`src/rtl/load_sequencer.sv`:
```
// Multi-cycle load sequencer: issues one memory read, waits MEM_LATENCY cycles, then extracts and extends a byte/halfword/word.
// Optional feature macro: LOAD_SEQUENCER_SIGN_EXT_EN (honours load_signed when defined).
module load_sequencer #(
  parameter int unsigned MEM_LATENCY = 1
) (
  input  logic        clk,
  input  logic        reset,
  input  logic        start,
  input  logic [1:0]  load_size,
  input  logic        load_signed,
  input  logic [31:0] address,
  input  logic [31:0] mem_data_in,
  output logic [31:0] mem_addr,
  output logic        mem_read,
  output logic        busy,
  output logic        done,
  output logic [31:0] load_data_out,
  output logic        misaligned
);

  localparam int unsigned CNT_W = 4;

  typedef enum logic [2:0] {
    S_IDLE    = 3'd0,
    S_READ    = 3'd1,
    S_WAIT    = 3'd2,
    S_CAPTURE = 3'd3,
    S_DONE    = 3'd4
  } state_t;

  state_t             r_state;
  logic [CNT_W-1:0]   r_cnt;
  logic [1:0]         r_lane;
  logic [1:0]         r_size;
  logic               r_signed;
  logic [31:0]        r_mem_addr;
  logic               r_mem_read;
  logic               r_busy;
  logic               r_done;
  logic [31:0]        r_data;
  logic               r_misaligned;

  logic               w_misaligned;
  logic               w_sext;
  logic [7:0]         w_byte;
  logic [15:0]        w_half;
  logic [31:0]        w_ext;

  // Reserved size 2'b11 is treated as a word, including its alignment rule
  always_comb begin
    w_misaligned = 1'b0;
    case (load_size)
      2'b01:   w_misaligned = address[0];
      2'b10:   w_misaligned = 1'b0;
      default: w_misaligned = (address[1:0] != 2'b00);
    endcase
  end

`ifdef LOAD_SEQUENCER_SIGN_EXT_EN
  assign w_sext = r_signed;
`else
  logic w_unused_signed;
  assign w_unused_signed = r_signed;
  assign w_sext          = 1'b0;
`endif

  // Little-endian lane select plus extension of the captured lane
  always_comb begin
    w_byte = mem_data_in[7:0];
    case (r_lane)
      2'd0:    w_byte = mem_data_in[7:0];
      2'd1:    w_byte = mem_data_in[15:8];
      2'd2:    w_byte = mem_data_in[23:16];
      default: w_byte = mem_data_in[31:24];
    endcase
    w_half = r_lane[1] ? mem_data_in[31:16] : mem_data_in[15:0];
    case (r_size)
      2'b10:   w_ext = {{24{w_sext & w_byte[7]}}, w_byte};
      2'b01:   w_ext = {{16{w_sext & w_half[15]}}, w_half};
      default: w_ext = mem_data_in;
    endcase
  end

  always_ff @(posedge clk or posedge reset) begin
    if (reset) begin
      r_state      <= S_IDLE;
      r_cnt        <= '0;
      r_lane       <= '0;
      r_size       <= '0;
      r_signed     <= 1'b0;
      r_mem_addr   <= '0;
      r_mem_read   <= 1'b0;
      r_busy       <= 1'b0;
      r_done       <= 1'b0;
      r_data       <= '0;
      r_misaligned <= 1'b0;
    end else begin
      r_mem_addr   <= '0;
      r_mem_read   <= 1'b0;
      r_done       <= 1'b0;
      r_misaligned <= 1'b0;
      case (r_state)
        S_IDLE: begin
          if (start) begin
            if (w_misaligned) begin
              r_misaligned <= 1'b1;
            end else begin
              r_lane     <= address[1:0];
              r_size     <= load_size;
              r_signed   <= load_signed;
              r_mem_addr <= {address[31:2], 2'b00};
              r_mem_read <= 1'b1;
              r_busy     <= 1'b1;
              r_state    <= S_READ;
            end
          end
        end
        S_READ: begin
          r_cnt   <= CNT_W'(MEM_LATENCY);
          r_state <= S_WAIT;
        end
        S_WAIT: begin
          // Leaving on the decrement to zero keeps WAIT exactly MEM_LATENCY cycles
          if (r_cnt <= CNT_W'(1)) begin
            r_cnt   <= '0;
            r_state <= S_CAPTURE;
          end else begin
            r_cnt <= r_cnt - CNT_W'(1);
          end
        end
        S_CAPTURE: begin
          r_data  <= w_ext;
          r_done  <= 1'b1;
          r_state <= S_DONE;
        end
        S_DONE: begin
          r_busy  <= 1'b0;
          r_state <= S_IDLE;
        end
        default: begin
          r_busy  <= 1'b0;
          r_state <= S_IDLE;
        end
      endcase
    end
  end

  assign mem_addr      = r_mem_addr;
  assign mem_read      = r_mem_read;
  assign busy          = r_busy;
  assign done          = r_done;
  assign load_data_out = r_data;
  assign misaligned    = r_misaligned;

endmodule
```
`config.mk`:
```
export PLATFORM = sky130hd
export DESIGN_NAME = load_sequencer
export DESIGN_NICKNAME = d
export VERILOG_FILES = /design/src/rtl/load_sequencer.sv
export SDC_FILE = /design/constraint.sdc
export NUM_CORES = 1
export LEC_CHECK = 0
export CELL_PAD_IN_SITES_DETAIL_PLACEMENT = 2
export CELL_PAD_IN_SITES_GLOBAL_PLACEMENT = 2
export CORE_MARGIN = 3
export CORE_UTILIZATION = 26
export DETAILED_ROUTE_END_ITERATION = 12
export HOLD_SLACK_MARGIN = 0.1
export PLACE_DENSITY_LB_ADDON = 0.1
export SLEW_MARGIN = 20
export SYNTH_ARGS = -nofsm -noshare
export SYNTH_HDL_FRONTEND = slang
export SYNTH_SLANG_ARGS = --single-unit
```
`constraint.sdc`:
```
create_clock -name clk -period 3.1 [get_ports clk]
set_clock_uncertainty 0.2 [all_clocks]
set_input_delay 0.31 -clock clk [delete_from_list [all_inputs] [get_ports clk]]
set_output_delay 0.31 -clock clk [all_outputs]
set_load 0.005 [all_outputs]
```
## Yosys cells after proc, flatten, opt, wreduce, memory -nomap -nowiden

Cells that the tools add are included.

| word-level totals | value |
|---|---|
| bits in registers | 79 |
| bits of input ports | 70 |

| cells by class | value |
|---|---|
| add/sub/neg operators | 1 |
| magnitude comparators | 1 |
| equality and inequality tests | 12 |
| mux-type cells | 23 |
| bitwise operators | 2 |
| reduce and logical (&&, ||, !) cells | 8 |

Operators with widths:

| cell | number |
|---|---|
| $mux 32 | 3 |
| $pmux 32 s2 | 1 |
| $pmux 8 s3 | 1 |
| $mux 16 | 1 |
| $pmux 3 s4 | 1 |
| $mux 1 | 9 |
| $mux 3 | 3 |
| $reduce_and 3->1 | 3 |
| $pmux 4 s2 | 1 |
| $eq 2x1->1 const B | 3 |
| $eq 2x2->1 const B | 3 |
| $eq 3x2->1 const B | 2 |
| $ne 2x2->1 const B | 3 |
| $le 4x1->1 const B | 1 |
| $mux 4 | 1 |
| $pmux 1 s2 | 2 |
| $reduce_bool 2->1 | 2 |
| $sub 4x1->4 const B | 1 |
| $eq 3x1->1 const B | 1 |
| $logic_not 3->1 | 1 |
| $reduce_or 3->1 | 1 |
| $logic_not 2->1 | 1 |
| $not 1->1 | 2 |

## Logic depth before layout (Yosys ltp)

Gate-level depths: netlist of run 1.

| depth | value |
|---|---|
| word-level depth | 5 |
| gate-level depth with buffers | 8 |
| gate-level depth less buffers | 6 |

## Worst setup path after synthesis of run 1

Ideal clock, no wire load.

| timing path | value |
|---|---|
| path type | flip-flop to flip-flop |
| start point | register r_size[0] |
| end point | register r_data[0] (netlist: load_data_out[0]) |
| setup time | 126 ps |
| arrival time | 1494 ps |
| slack | 1280 ps |
| stages on the path, launching flop included | 9 |
| buffers on the path | 2 |
| clock period less this slack | 1820 ps |
| cell sequence | dfrtp_1 -> inv_1 -> ha_1 -> buf_6 -> nor2b_1 -> buf_2 -> o21ai_4 -> a21oi_4 -> a221o_1 |

| on the way | value |
|---|---|
| cells in the longest elaborated chain, start to end | 2 |

Ends and longest elaborated chain:

| item | line | RTL |
|---|---|---|
| start: declaration | 34 | `logic [1:0] r_size;` |
| start signal: assignment | 109 | `r_size <= load_size;` |
| $eq 2x1->1 / $eq 2x2->1 (equally long branches) | 77 | `case (r_size)` |
| $pmux 32 s2 (*) | 77 |  |
| end signal: assignment | 132 | `r_data <= w_ext;` |
| end: declaration | 40 | `logic [31:0] r_data;` |

Mark *: on every way between the ends. The rest lies on a longest branch, timed or not.
A chain may end at the register's enable or synchronous reset.

## Worst setup path in the final report of run 1

Ends and elaborated chain as after synthesis.

==> run metrics, run 1 <==
H-tree levels 3; Row Count 41; area grow syn2layout 50.0%; register area slightly below 0.002 mm²; Max transition margin 49.4%; # IOs between 100 and 150; grt total ovfl 0; vias per inst between 4 and 5; Hold Slack between 0.1 and 0.15 ns; Fin. Hold Viols 0; Root Driver clkbuf_16; fin. max-slew vios 0; status completed; Routed WL 11100 µm; Post-CTS Hold Buffers 0; DR iter-0 viols 89; Crit Path Class reg2reg; Die H roughly 120 µm; PortBufs around 130; Cells after Synth 319; Comb pwr share approximately 41%; fmax 427 MHz; CTS tree done; core area ~0.013 mm²; CTS sink cnt 77; Lkg Pwr 2.34 nW; Max Root-Sink Buffers 2; worst hold path class in2async; Synth Register Bits just under 80; clock power share between 20% and 30%; critical path startpoint category flip-flop; Setup crit end kind flip-flop; critical path required time approximately 3.2 ns; initial antenna violation count 0; part of the Yosys area used for sequential elements between 50% and 60%; final setup TNS 0 ns; synthesized area per cell ~11 µm²; Fillers ~1.4k; drt drc 0; dpl hpwl approximately 8000 µm; number of synthesis warnings 0; nets@finish around 520; Critical Path Slowest Stage Cell nor2b_1; clock slew seen by the registers of the worst setup and hold paths roughly 0.06 ns; worst skew pair latency about 0.34 ns; diode count 0; Mapped Area ~0.0034 mm²; first-pass GRT wire length 17600 µm; Max-Cap Viols 0; # Post-CTS Setup Buffers 0; sw frac a little over a third; maximum vdd drop ~0.29 mV; Slew @ Worst Pin between 0.7 and 0.8 ns; CTS buffer count 9; Avg WL per Cell between 15 and 20 µm; DRT Pass-1 Iters 4; crit path DAT ~2.4 ns; initial core utilization 27.0%; minimum clock period after layout about 2.3 ns; RSZ-0062 raised after global routing no; area occupied by multi-input gates 0.00131 mm²; total power divided by cell area 857 mW/mm²; layout cells sized above 1 under 10%; Net Switching between 1.5 and 2 mW; crit path cell chain inv_1 -> ha_1 -> nor2b_1 -> o21ai_4 -> a21oi_4 -> a221o_1; Worst Path Max Fanout 9; # setup viols final 0; vias in the first global route around 3.3k; Cell variety after synth 40; Final GP Congestion 0.736; Die ar. 0.0147 mm²; vias between 2k and 3k; Post-Route M1 WL 4260 µm; cell internal pwr 2.85 mW; crit-path max cell delay approximately 0.67 ns; Highest Signal Layer met4; fin crit share 75.5%; WL met3 between 1000 and 1500 µm; metal2 WL between 5000 and 6000 µm; GRT Total Usage about 16%; Antenna Violating Nets Remaining 0; share of power burned in registers a little over a third; Post-CTS Resized 0; largest net degree at the start of global routing 47; die width 121 µm
stage by stage:
stage               utilization (%)  power, mW  std cells  area [µm²]  setup WS [ns]
global placement               38.3       3.41        603        4890          0.637
detailed placement             38.3       3.49        603        4890          0.562
CTS                            40.5       4.52        619        5170          0.724
finish                         40.5       4.43        619        5170          0.758
floorplan                         -       2.62        320        3450          0.623
global route                   40.5       4.78        619        5170          0.600
cell families (layout without fill, tap and decap cells):
kind of cell / Yosys count / after routing / share of synthesized area (%)
multiplexers: 12 / 12 / 4.18
AO/OA/AOI/OAI: 57 / 57 / 12.9
other: 1 / 2 / 0.109
adder cells (fa/ha/maj): 5 / 5 / 1.82
AND/OR/NAND/NOR: 125 / 125 / 18.6
XOR/XNOR: 1 / 1 / 0.254
flip-flops: 77 / 77 / 55.9
buffers and inverters: 41 / 168 / 6.25
synthesized netlist by cell type, drive strengths merged:
library cell	instances	share of area, %
nor2	19	2.1
dfrtp	77	56
o32a	1	0.29
mux2i	2	0.58
a21oi	12	2.1
nand3	25	3.6
or2	1	0.18
nor2b	4	0.94
o211ai	8	1.7
a22oi	1	0.22
inv	13	1.4
nor3b	1	0.54
nor3	3	0.44
and3	30	5.4
nand2	36	4.2
nor4	3	0.54
a21o	1	0.22
mux2	10	3.6
a221oi	8	2.0
buf	20	4.0
and2	2	0.44
xnor2	1	0.25
a22o	8	2.0
ha	5	1.8
nand2b	1	0.18
a221o	9	2.6
conb	1	0.11
o21ai	9	1.6
clkbuf	8	0.87
final timing paths:
check	start	end	slack, ns	cells past startpoint
max in group asynchronous	reset	load_data_out[10]	1.92	3
max	r_size[0]	load_data_out[0]	0.76	6
min reg2reg	load_data_out[24]	load_data_out[24]	0.27	2
min	reset	mem_addr[28]	0.13	2
max reg2reg	r_size[0]	load_data_out[0]	0.76	6
min in group clk	load_data_out[24]	load_data_out[24]	0.27	2
worst max-delay path: cells and delay by family (launching register included):
family,cells,cell delay [ns]
compound gates,3,0.62
fa+ha+maj,1,0.32
buf+inv,1,0.07
flops,1,0.40
simple gates,1,0.67
flip-flops by register name, indices dropped and copies added, names as in the netlist:
signal         count
done               1
load_data_out     32
mem_addr          30
r_size             2
busy               1
r_state            3
mem_read           1
misaligned         1
r_lane             2
r_cnt              4
final cells by class:
class                   instances  share of cell area, %
flip-flops and latches         77                   37.3
repair buffers                139                   26.9
multi-input cells             202                   25.3
clock buffers                  12                   4.77
well taps                     172                   4.16
inverters                      13                  0.968
clock inverters                 4                  0.629
power by group through the flow:
stage	Sequential, mW	Clock, mW	Combinational, mW
final	1.59	1.00	1.83
after global routing	1.65	1.09	2.04
after CTS	1.60	1.04	1.88
after detailed placement	1.62	0	1.87
after global placement	1.60	0	1.81
after floorplan	1.51	0	1.11
layout by cell type (no fill, tap or decap), types with 9 or more instances in the layout:
cell type,instances
a21oi_1,11
a221o_1,9
and3_1,30
clkbuf_16,9
clkdlybuf4s50_1,134
dfrtp_1,77
inv_1,9
nand2_1,34
nand3_1,25
nor2_1,19
per-layer routing:
| layer | global-route usage (%) | vias to the layer above |
|---|---|---|
| met5 | 0 | - |
| met4 | 5.95 | 0 |
| met3 | 6.67 | 13 |
| met2 | 26.2 | 100 |
| met1 | 17.3 | 1500 |
| li1 | - | 1364 |
No activity file was read; power rests on OpenSTA's default activity.
==> run 2, diff against run 1 <==
==> constraint.sdc (replaced) <==
create_clock -name clk -period 2.3 [get_ports clk]
set_clock_uncertainty 0.2 [all_clocks]
set_input_delay 0.23 -clock clk [delete_from_list [all_inputs] [get_ports clk]]
set_output_delay 0.23 -clock clk [all_outputs]
set_load 0.005 [all_outputs]
==> run metrics, run 2 (synthesis gave the netlist of run 1 again) <==
setup ws final 0.152 ns (was 0.758 ns); number of flip-flops in the largest register 32 (unchanged); crit path DAT 2.22 ns (was 2.42 ns); # Post-CTS Setup Buffers 0 (unchanged); H-tree levels 3 (unchanged); worst hold path class in2async (unchanged); vias per inst 4.75 (was 4.81); Routed WL 11200 µm (was 11100 µm); # setup viols final 0 (unchanged); status completed (unchanged); Die H 121 µm (unchanged); Max Root-Sink Buffers 2 (unchanged); Die ar. 0.0147 mm² (unchanged); Root Driver clkbuf_16 (unchanged); Buf/Inv on CP 1 (unchanged); critical path startpoint category flip-flop (unchanged); vias 2990 (was 2977); placed instance count 614 (was 603); Critical Path Slowest Stage Cell nor2b_1 (unchanged); CP top delay family simple AND/OR/NAND/NOR gates (unchanged); fin crit share 93.4% (was 75.5%); RSZ-0062 raised after global routing no (unchanged); final instance area 0.00534 mm² (was 0.00517 mm²); Worst Path Max Fanout 9 (unchanged); layout cells sized above 1 11.1% (was 8.95%); Setup crit end kind flip-flop (unchanged); power consumption 6.42 mW (was 4.43 mW); Max-Cap Viols 0 (unchanged); core area 0.0128 mm² (unchanged); cell internal pwr 4.27 mW (was 2.85 mW); vias in the first global route 3201 (was 3313); sw frac 33.4% (was 35.6%); dpl hpwl 8220 µm (was 7990 µm); worst slack, placed 0.0303 ns (was 0.562 ns); Post-CTS Resized 0 (unchanged); Max transition margin 48.2% (was 49.4%); Slew @ Worst Pin 0.776 ns (was 0.757 ns); Antenna Violating Nets Remaining 0 (unchanged); crit-path max cell delay 0.63 ns (was 0.67 ns); final setup TNS 0 ns (unchanged); clock power share 25.7% (was 22.6%); Crit Path Class reg2reg (unchanged); drt drc 0 (unchanged); grt total ovfl 0 (unchanged); initial antenna violation count 0 (unchanged); PortBufs 134 (unchanged); diode count 0 (unchanged); Comb pwr share 41.8% (was 41.4%); commonest cells after routing, fill and taps aside 134 x clkdlybuf4s50_1, 77 x dfrtp_1, 34 x nand2_1 (unchanged); nets@finish 528 (was 517); largest net degree at the start of global routing 33 (was 47); area occupied by multi-input gates 0.00131 mm² (unchanged); crit path cell chain inv_1 -> ha_1 -> nor2b_1 -> o21ai_4 -> a21oi_4 -> a221o_1 (unchanged); maximum vdd drop 0.389 mV (was 0.287 mV); critical path required time 2.37 ns (was 3.18 ns); post-route insts no fill 630 (was 619); Core Util, Final 41.8% (was 40.5%); Post-CTS Hold Buffers 0 (unchanged); Hold Slack 0.133 ns (about the same); fmax 465 MHz (was 427 MHz); Lkg Pwr 2.44 nW (was 2.34 nW); fin. max-slew vios 0 (unchanged); area post-placement 0.00500 mm² (was 0.00489 mm²); minimum clock period after layout 2.15 ns (was 2.34 ns); most common cell after layout, fill and taps aside clkdlybuf4s50_1 (unchanged); clock slew seen by the registers of the worst setup and hold paths 0.06 ns (about the same); GRT Total Usage 15.7% (was 15.5%); CTS sink cnt 77 (unchanged); CTS buffer count 9 (unchanged); Final GP Congestion 0.744 (was 0.736); DR iter-0 viols 84 (was 89); DRT Pass-1 Iters 4 (unchanged); # IOs 138 (unchanged); CTS tree done (unchanged); Row Count 41 (unchanged); die width 121 µm (unchanged); total power divided by cell area 1200 mW/mm² (was 857 mW/mm²); Net Switching 2.15 mW (was 1.58 mW); initial core utilization 27.0% (unchanged); Avg WL per Cell 17.7 µm (was 18.0 µm); area grow syn2layout 55.0% (was 50.0%); register area 0.00193 mm² (unchanged); first-pass GRT wire length 17700 µm (was 17600 µm); Fillers 1341 (was 1360); worst skew pair latency 0.34 ns (about the same); share of power burned in registers 32.5% (was 36.0%); Fin. Hold Viols 0 (unchanged)
-- run 2: changes by cell type in the layout (fill, tap and decap cells not counted) --
cell,previous run,this run
buf_4,4,13
clkinvlp_4,2,1
clkinv_4,1,0
buf_12,1,3
bufinv_16,0,3
inv_6,1,0
-- run 2: layer usage --
layer	share of wire, %	track usage (%)	up-vias
met5	0	0	-
met4	2.0	6.87	0
met3	8.8	5.69	14
met2	48	25.6	104
met1	41	18.5	1487
li1	-	-	1385
-- run 2: layout make-up --
cell class	count	share of cell area, %
Clock buffer	12	4.61
Tap cell	172	4.03
Timing Repair Buffer	150	28.1
Inverter	13	0.984
Sequential cell	77	36.1
Clock inverter	4	1.78
Multi-Input combinational cell	202	24.5
-- run 2: final timing paths --
kind                                         from  cells past startpoint                end  slack [ns]
worst max-delay path                    r_size[0]                      6   load_data_out[2]        0.15
worst min-delay path                        reset                      2   load_data_out[5]        0.13
worst max register to register          r_size[0]                      6   load_data_out[2]        0.15
worst min register to register  load_data_out[25]                      2  load_data_out[25]        0.27
max in group asynchronous                   reset                      3        mem_addr[8]        1.22
min in group clk                      address[20]                      2       mem_addr[20]        0.25
-- run 2: worst reg2reg max path, cell delays in order (launching register included) --
cell     delay (ns)
dfrtp_1        0.40
inv_1          0.07
ha_1           0.15
nor2b_1        0.63
o21ai_4        0.09
a21oi_4        0.33
a221o_1        0.21
-- run 2: power groups by stage --
stage | clock network (mW) | logic, mW | registers [mW]
3_5_place_dp | 0 | 2.72 | 2.11
2_1_floorplan | 0 | 1.50 | 2.03
4_1_cts | 1.71 | 2.74 | 2.10
6_report | 1.65 | 2.68 | 2.09
5_1_grt | 1.77 | 2.97 | 2.15
3_3_place_gp | 0 | 2.64 | 2.09
==> RTL edit 1: new RTL, config.mk and constraints of run 2 <==
Add an input register stage for `address`, without a reset; this delays it by one clock. The other inputs are not delayed to match.
--- a/src/rtl/load_sequencer.sv
+++ b/src/rtl/load_sequencer.sv
@@ -28,6 +28,12 @@
     S_DONE    = 3'd4
   } state_t;
 
+  logic [31:0] address_q;
+
+  always_ff @(posedge clk) begin
+    address_q <= address;
+  end
+
   state_t             r_state;
   logic [CNT_W-1:0]   r_cnt;
   logic [1:0]         r_lane;
@@ -50,9 +56,9 @@
   always_comb begin
     w_misaligned = 1'b0;
     case (load_size)
-      2'b01:   w_misaligned = address[0];
+      2'b01:   w_misaligned = address_q[0];
       2'b10:   w_misaligned = 1'b0;
-      default: w_misaligned = (address[1:0] != 2'b00);
+      default: w_misaligned = (address_q[1:0] != 2'b00);
     endcase
   end
 
@@ -105,10 +111,10 @@
             if (w_misaligned) begin
               r_misaligned <= 1'b1;
             end else begin
-              r_lane     <= address[1:0];
+              r_lane     <= address_q[1:0];
               r_size     <= load_size;
               r_signed   <= load_signed;
-              r_mem_addr <= {address[31:2], 2'b00};
+              r_mem_addr <= {address_q[31:2], 2'b00};
               r_mem_read <= 1'b1;
               r_busy     <= 1'b1;
               r_state    <= S_READ;
Function: changed (a bounded check fails within 4 cycles, from zero or initial values and one cycle with reset high).
==> RTL edit 1 against run 2 <==
Area after synthesis grew 17%; power is 3.4% higher; count of clock-buffer cells in the layout decreased by 2; critical path depth fell by 2; fmax up 2.7%; sequential cell count increased by 32; first-iteration DRC count is 38% higher; worst setup slack better by 0.056 ns; cell area is 10% higher; wire length up 2.7%; critical path type unchanged; largest cell class unchanged; largest power group is now registers.
==> RTL edit 1: results <==
group,metric,value,unit
clocking,cts-htree-levels,3,
detailed_routing,first_iter_violations,116,
cells_and_area,final_area,5880,um^2
setup_path,rrSetupSlack,0.21,ns
setup_path,cp.arrival,2.17,ns
placed_design,placed_area,5580,um^2
placed_design,port_buffers,134,
cells_and_area,fin_cells,672,
sta,worst_pin_slew,0.667,ns
global_routing,grt_pass1_vias,3526,
placed_design,dp_hpwl,8.44,mm
clocking,cts.repair.resized,0,
setup_path,cpPeakStageDelay,0.76,ns
global_routing,track_usage,14.0,%
logic_synthesis,synthArstFlopShare,70.6,%
logic_synthesis,ys_seq_area_share,63.6,%
detailed_routing,drt-pass1-iter-count,4,
setup_path,cp_max_fo,15,
run_status,status,"completed",
clocking,root_buffer,"clkbuf_16",
logic_synthesis,synthDistinctLibCells,41,
power_and_ir_drop,p_leak,0.00256,uW
logic_synthesis,synth_commonest_cells,"dfrtp_1, nand2_1, dfxtp_1, and2_1, nand3_1",
clocking,cts_setup_buffers,0,
logic_synthesis,synth_edf_count,0,
power_and_ir_drop,ir_drop,461,uV
placed_design,finalWeightedCongestion,0.728,
global_routing,grt_pass1_wl,18.4,mm
clocking,postCtsHoldBufs,0,
placed_design,placed_cells,655,
logic_synthesis,yosys-top-cells-area,"dfrtp_1, dfxtp_1, and2_1, nand2_1, nand3_1",
clocking,cts_buffer_depth,2,
cells_and_area,drive_above_1_share,10.9,%
cells_and_area,fillers,1557,
cells_and_area,finalNetCount,558,
clocking,cts_buffers,9,
sta,fin_hold_ws,0.116,ns
global_routing,grt_max_degree,78,
setup_path,crit_path_top_delay_cell,"dfrtp_1",
clocking,clk_latency,0.35,ns
detailed_routing,via_count,3130,
hold_path,hold_class,"input port to flop",
logic_synthesis,syn_area_per_cell,11.7,um^2
global_routing,antenna_found_initial,0,
detailed_routing,wire_per_inst,17.1,um
RTL edit 1: cell count changes after synthesis, sizes merged, moves of 2 or more:
cell	delta
nor4	-2
clkbuf	-5
o22ai	+2
o21ai	-3
nor2	+2
dfxtp	+32
nand3	+2
nand2	+2
and3	-30
and2	+28
RTL edit 1: area by class of cell:
type	instances	area share [%]
clock buffers	10	4.07
multi-input cells	201	21.6
repair buffers	150	25.1
clock inverters	6	0.745
inverters	12	0.830
flip-flops and latches	109	43.7
well taps	184	3.92
RTL edit 1: routing by layer:
metal | share of wire (%) | vias up | global-route usage (%)
met2 | 50 | 98 | 23.8
met3 | 8.8 | 11 | 5.16
met4 | 1.7 | 0 | 5.38
met5 | 0 | - | 0
li1 | - | 1451 | -
met1 | 39 | 1570 | 16.1
RTL edit 1: where the power goes:
part | internal, uW | switching (uW)
clock network | 773 | 725
registers | 2330 | 341
logic | 1300 | 1160
RTL edit 1: worst max-delay path, delay by kind of cell (launching register included):
family             cells  cell delay, ns
DFF                    1            0.76
and+or+nand+nor        2            0.75
AOI/OAI and AO/OA      2            0.30
RTL edit 1: cells by family after synthesis:
| logic type | count (synthesis) | share of synthesized area (%) |
|---|---|---|
| compound gates | 57 | 11.0 |
| xor+xnor | 1 | 0.217 |
| buf+inv | 36 | 5.02 |
| mux | 11 | 3.13 |
| simple gates | 125 | 15.4 |
| other cells | 1 | 0.0929 |
| fa+ha+maj | 5 | 1.55 |
| flops | 109 | 63.6 |
RTL edit 1: stage by stage:
step | total power (uW) | worst slack (ns)
after floorplan | 4020 | 0.505
after global placement | 5130 | 0.0468
after detailed placement | 5240 | -0.0364
after CTS | 6780 | 0.183
after global routing | 7150 | 0.00187
final | 6640 | 0.208
RTL edit 1: path summary, 6_finish.rpt:
| kind | startpoint | end | cells past startpoint |
|---|---|---|---|
| max | r_lane[1] | load_data_out[11] | 4 |
| min reg2reg | address_q[29] | mem_addr[29] | 1 |
| max reg2reg | r_lane[1] | load_data_out[11] | 4 |
| min | address[14] | address_q[14] | 1 |
| min in group asynchronous | reset | load_data_out[27] | 3 |
| max in group asynchronous | reset | mem_addr[25] | 3 |
==> RTL edit 2: new RTL, settings of run 2 <==
Made on the original files. Change the localparam `CNT_W` from 4 to 5.
--- a/src/rtl/load_sequencer.sv
+++ b/src/rtl/load_sequencer.sv
@@ -18,7 +18,7 @@
   output logic        misaligned
 );
 
-  localparam int unsigned CNT_W = 4;
+  localparam int unsigned CNT_W = 5;
 
   typedef enum logic [2:0] {
     S_IDLE    = 3'd0,
Function: same outputs for any inputs over 10 cycles, from zero or initial values and one cycle with reset high; that may be too few to reach the edited logic, so the function may still have changed.
==> RTL edit 2 against run 2 <==
Fmax up 8.6%; worst setup slack better by 0.17 ns; worst hold slack worse by 0.014 ns; power down 4.2%; area after synthesis up 0.87%; wire length up 2.6%; die area up 0.83%; cell count up 3.7%; first-iteration DRC count up 17%; cell area up 0.30%; sequential cell count up 1.
==> RTL edit 2: results <==
group,metric,value,unit
global_routing,track_usage,16.4,%
global_routing,grt_pass1_wl,18.6,mm
detailed_routing,vias_per_cell,4.59,
clocking,cts_buffer_depth,2,
detailed_routing,routed-wl-met2,5.70,mm
placed_design,port_buffers,134,
power_and_ir_drop,switchingPower,2170,uW
logic_synthesis,syn_inst,336,
logic_synthesis,yosys-top-cells-area,"dfrtp_1, nand2_1, and2_1, o21ai_0, nor2_1",
placed_design,placed_cells,637,
placed_design,pre_cts_slack,-0.0618,ns
setup_path,cpPeakStageDelay,0.45,ns
global_routing,met3_usage,5.29,%
cells_and_area,diodes,0,
clocking,root_buffer,"clkbuf_16",
global_routing,grt_pass1_vias,3420,
placed_design,dp_hpwl,8.88,mm
global_routing,grtUsageMet1,19.7,%
setup_path,reg2reg_depth,6,
detailed_routing,wl_met1,4.73,mm
global_routing,gr-usage-met2,27.2,%
cells_and_area,drive_above_1_share,8.73,%
setup_path,critPathCapture,"mem_addr[26]",
detailed_routing,drt-pass1-iter-count,4,
cells_and_area,finalNetCount,551,
logic_synthesis,ys_seq_area_share,56.2,%
setup_path,crit_path_top_delay_cell,"clkdlybuf4s50_1",
logic_synthesis,synth_area_leader_cell,"dfrtp_1",
setup_path,rrSetupSlack,0.36,ns
detailed_routing,wl_met3,795,um
cells_and_area,largest_reg_flops,32,
clocking,cts_buffers,9,
clocking,cts.clk_slew.worst_paths,0.06,ns
logic_synthesis,synthDistinctLibCells,42,
detailed_routing,wire_per_inst,17.5,um
cells_and_area,fillers,1395,
setup_path,cp.arrival,2.06,ns
clocking,cts.repair.resized,0,
sta,worst_slack,0.322,ns
setup_path,reg2reg_to,"load_data_out[9]",
setup_path,cp_max_fo,28,
power_and_ir_drop,p_leak,0.00234,uW
logic_synthesis,synthArstFlopShare,100,%
cells_and_area,fin_cells,653,
detailed_routing,highest_layer,"met4",
setup_path,startpoint,"load_size[1]",
logic_synthesis,synth_commonest_cells,"dfrtp_1, nand2_1, and2_1, nor2_1, o21ai_0",
run_status,status,"completed",
detailed_routing,first_iter_violations,98,
placed_design,finalWeightedCongestion,0.725,
sta,relSlewSlack,58.2,%
global_routing,grt_max_degree,33,
setup_path,crit_family,"buffers and inverters",
power_and_ir_drop,ir_drop,410,uV
-- RTL edit 2: kinds of logic after synthesis --
kind of cell / share of synthesized area (%)
other: 0.108
buffers and inverters: 5.29
muxes: 3.85
AOI/OAI and AO/OA: 14.3
DFF: 56.2
xor gates and xnor gates: 0.252
and+or+nand+nor: 18.3
adders and majority gates: 1.80
-- RTL edit 2: worst min-delay path by stage --
stage                             end              start  slack, ns
CTS                 load_data_out[15]              reset       0.12
floorplan                mem_addr[10]        address[10]       0.16
finish              load_data_out[15]              reset       0.12
global placement    load_data_out[29]  load_data_out[29]       0.26
global route        load_data_out[15]              reset       0.15
detailed placement   load_data_out[4]   load_data_out[4]       0.28
-- RTL edit 2: final cells by class --
| cell class | count | area, um^2 | area share (%) |
|---|---|---|---|
| clock buffer | 11 | 233 | 4.34 |
| clock inverter | 5 | 83.8 | 1.56 |
| inverter | 13 | 52.6 | 0.981 |
| multi-input combinational | 225 | 1340 | 25.1 |
| sequential | 78 | 1950 | 36.4 |
| tap | 172 | 215 | 4.02 |
| timing repair buffer | 149 | 1480 | 27.6 |
-- RTL edit 2: power groups by stage --
stage / Sequential (uW) / Clock (uW) / Combinational, uW
after floorplan: 2030 / 0 / 1400
after global placement: 2060 / 0 / 2520
after detailed placement: 2090 / 0 / 2610
after CTS: 2060 / 1580 / 2630
after global routing: 2130 / 1660 / 2870
final: 2050 / 1530 / 2560
-- RTL edit 2: metrics by stage --
step                hold slack (ns)  area, um^2  TNS, ns
floorplan                     0.159        3480        0
global placement              0.265        5040        0
detailed placement            0.278        5040    -1.10
CTS                           0.124        5360        0
global route                  0.153        5360        0
finish                        0.119        5360        0
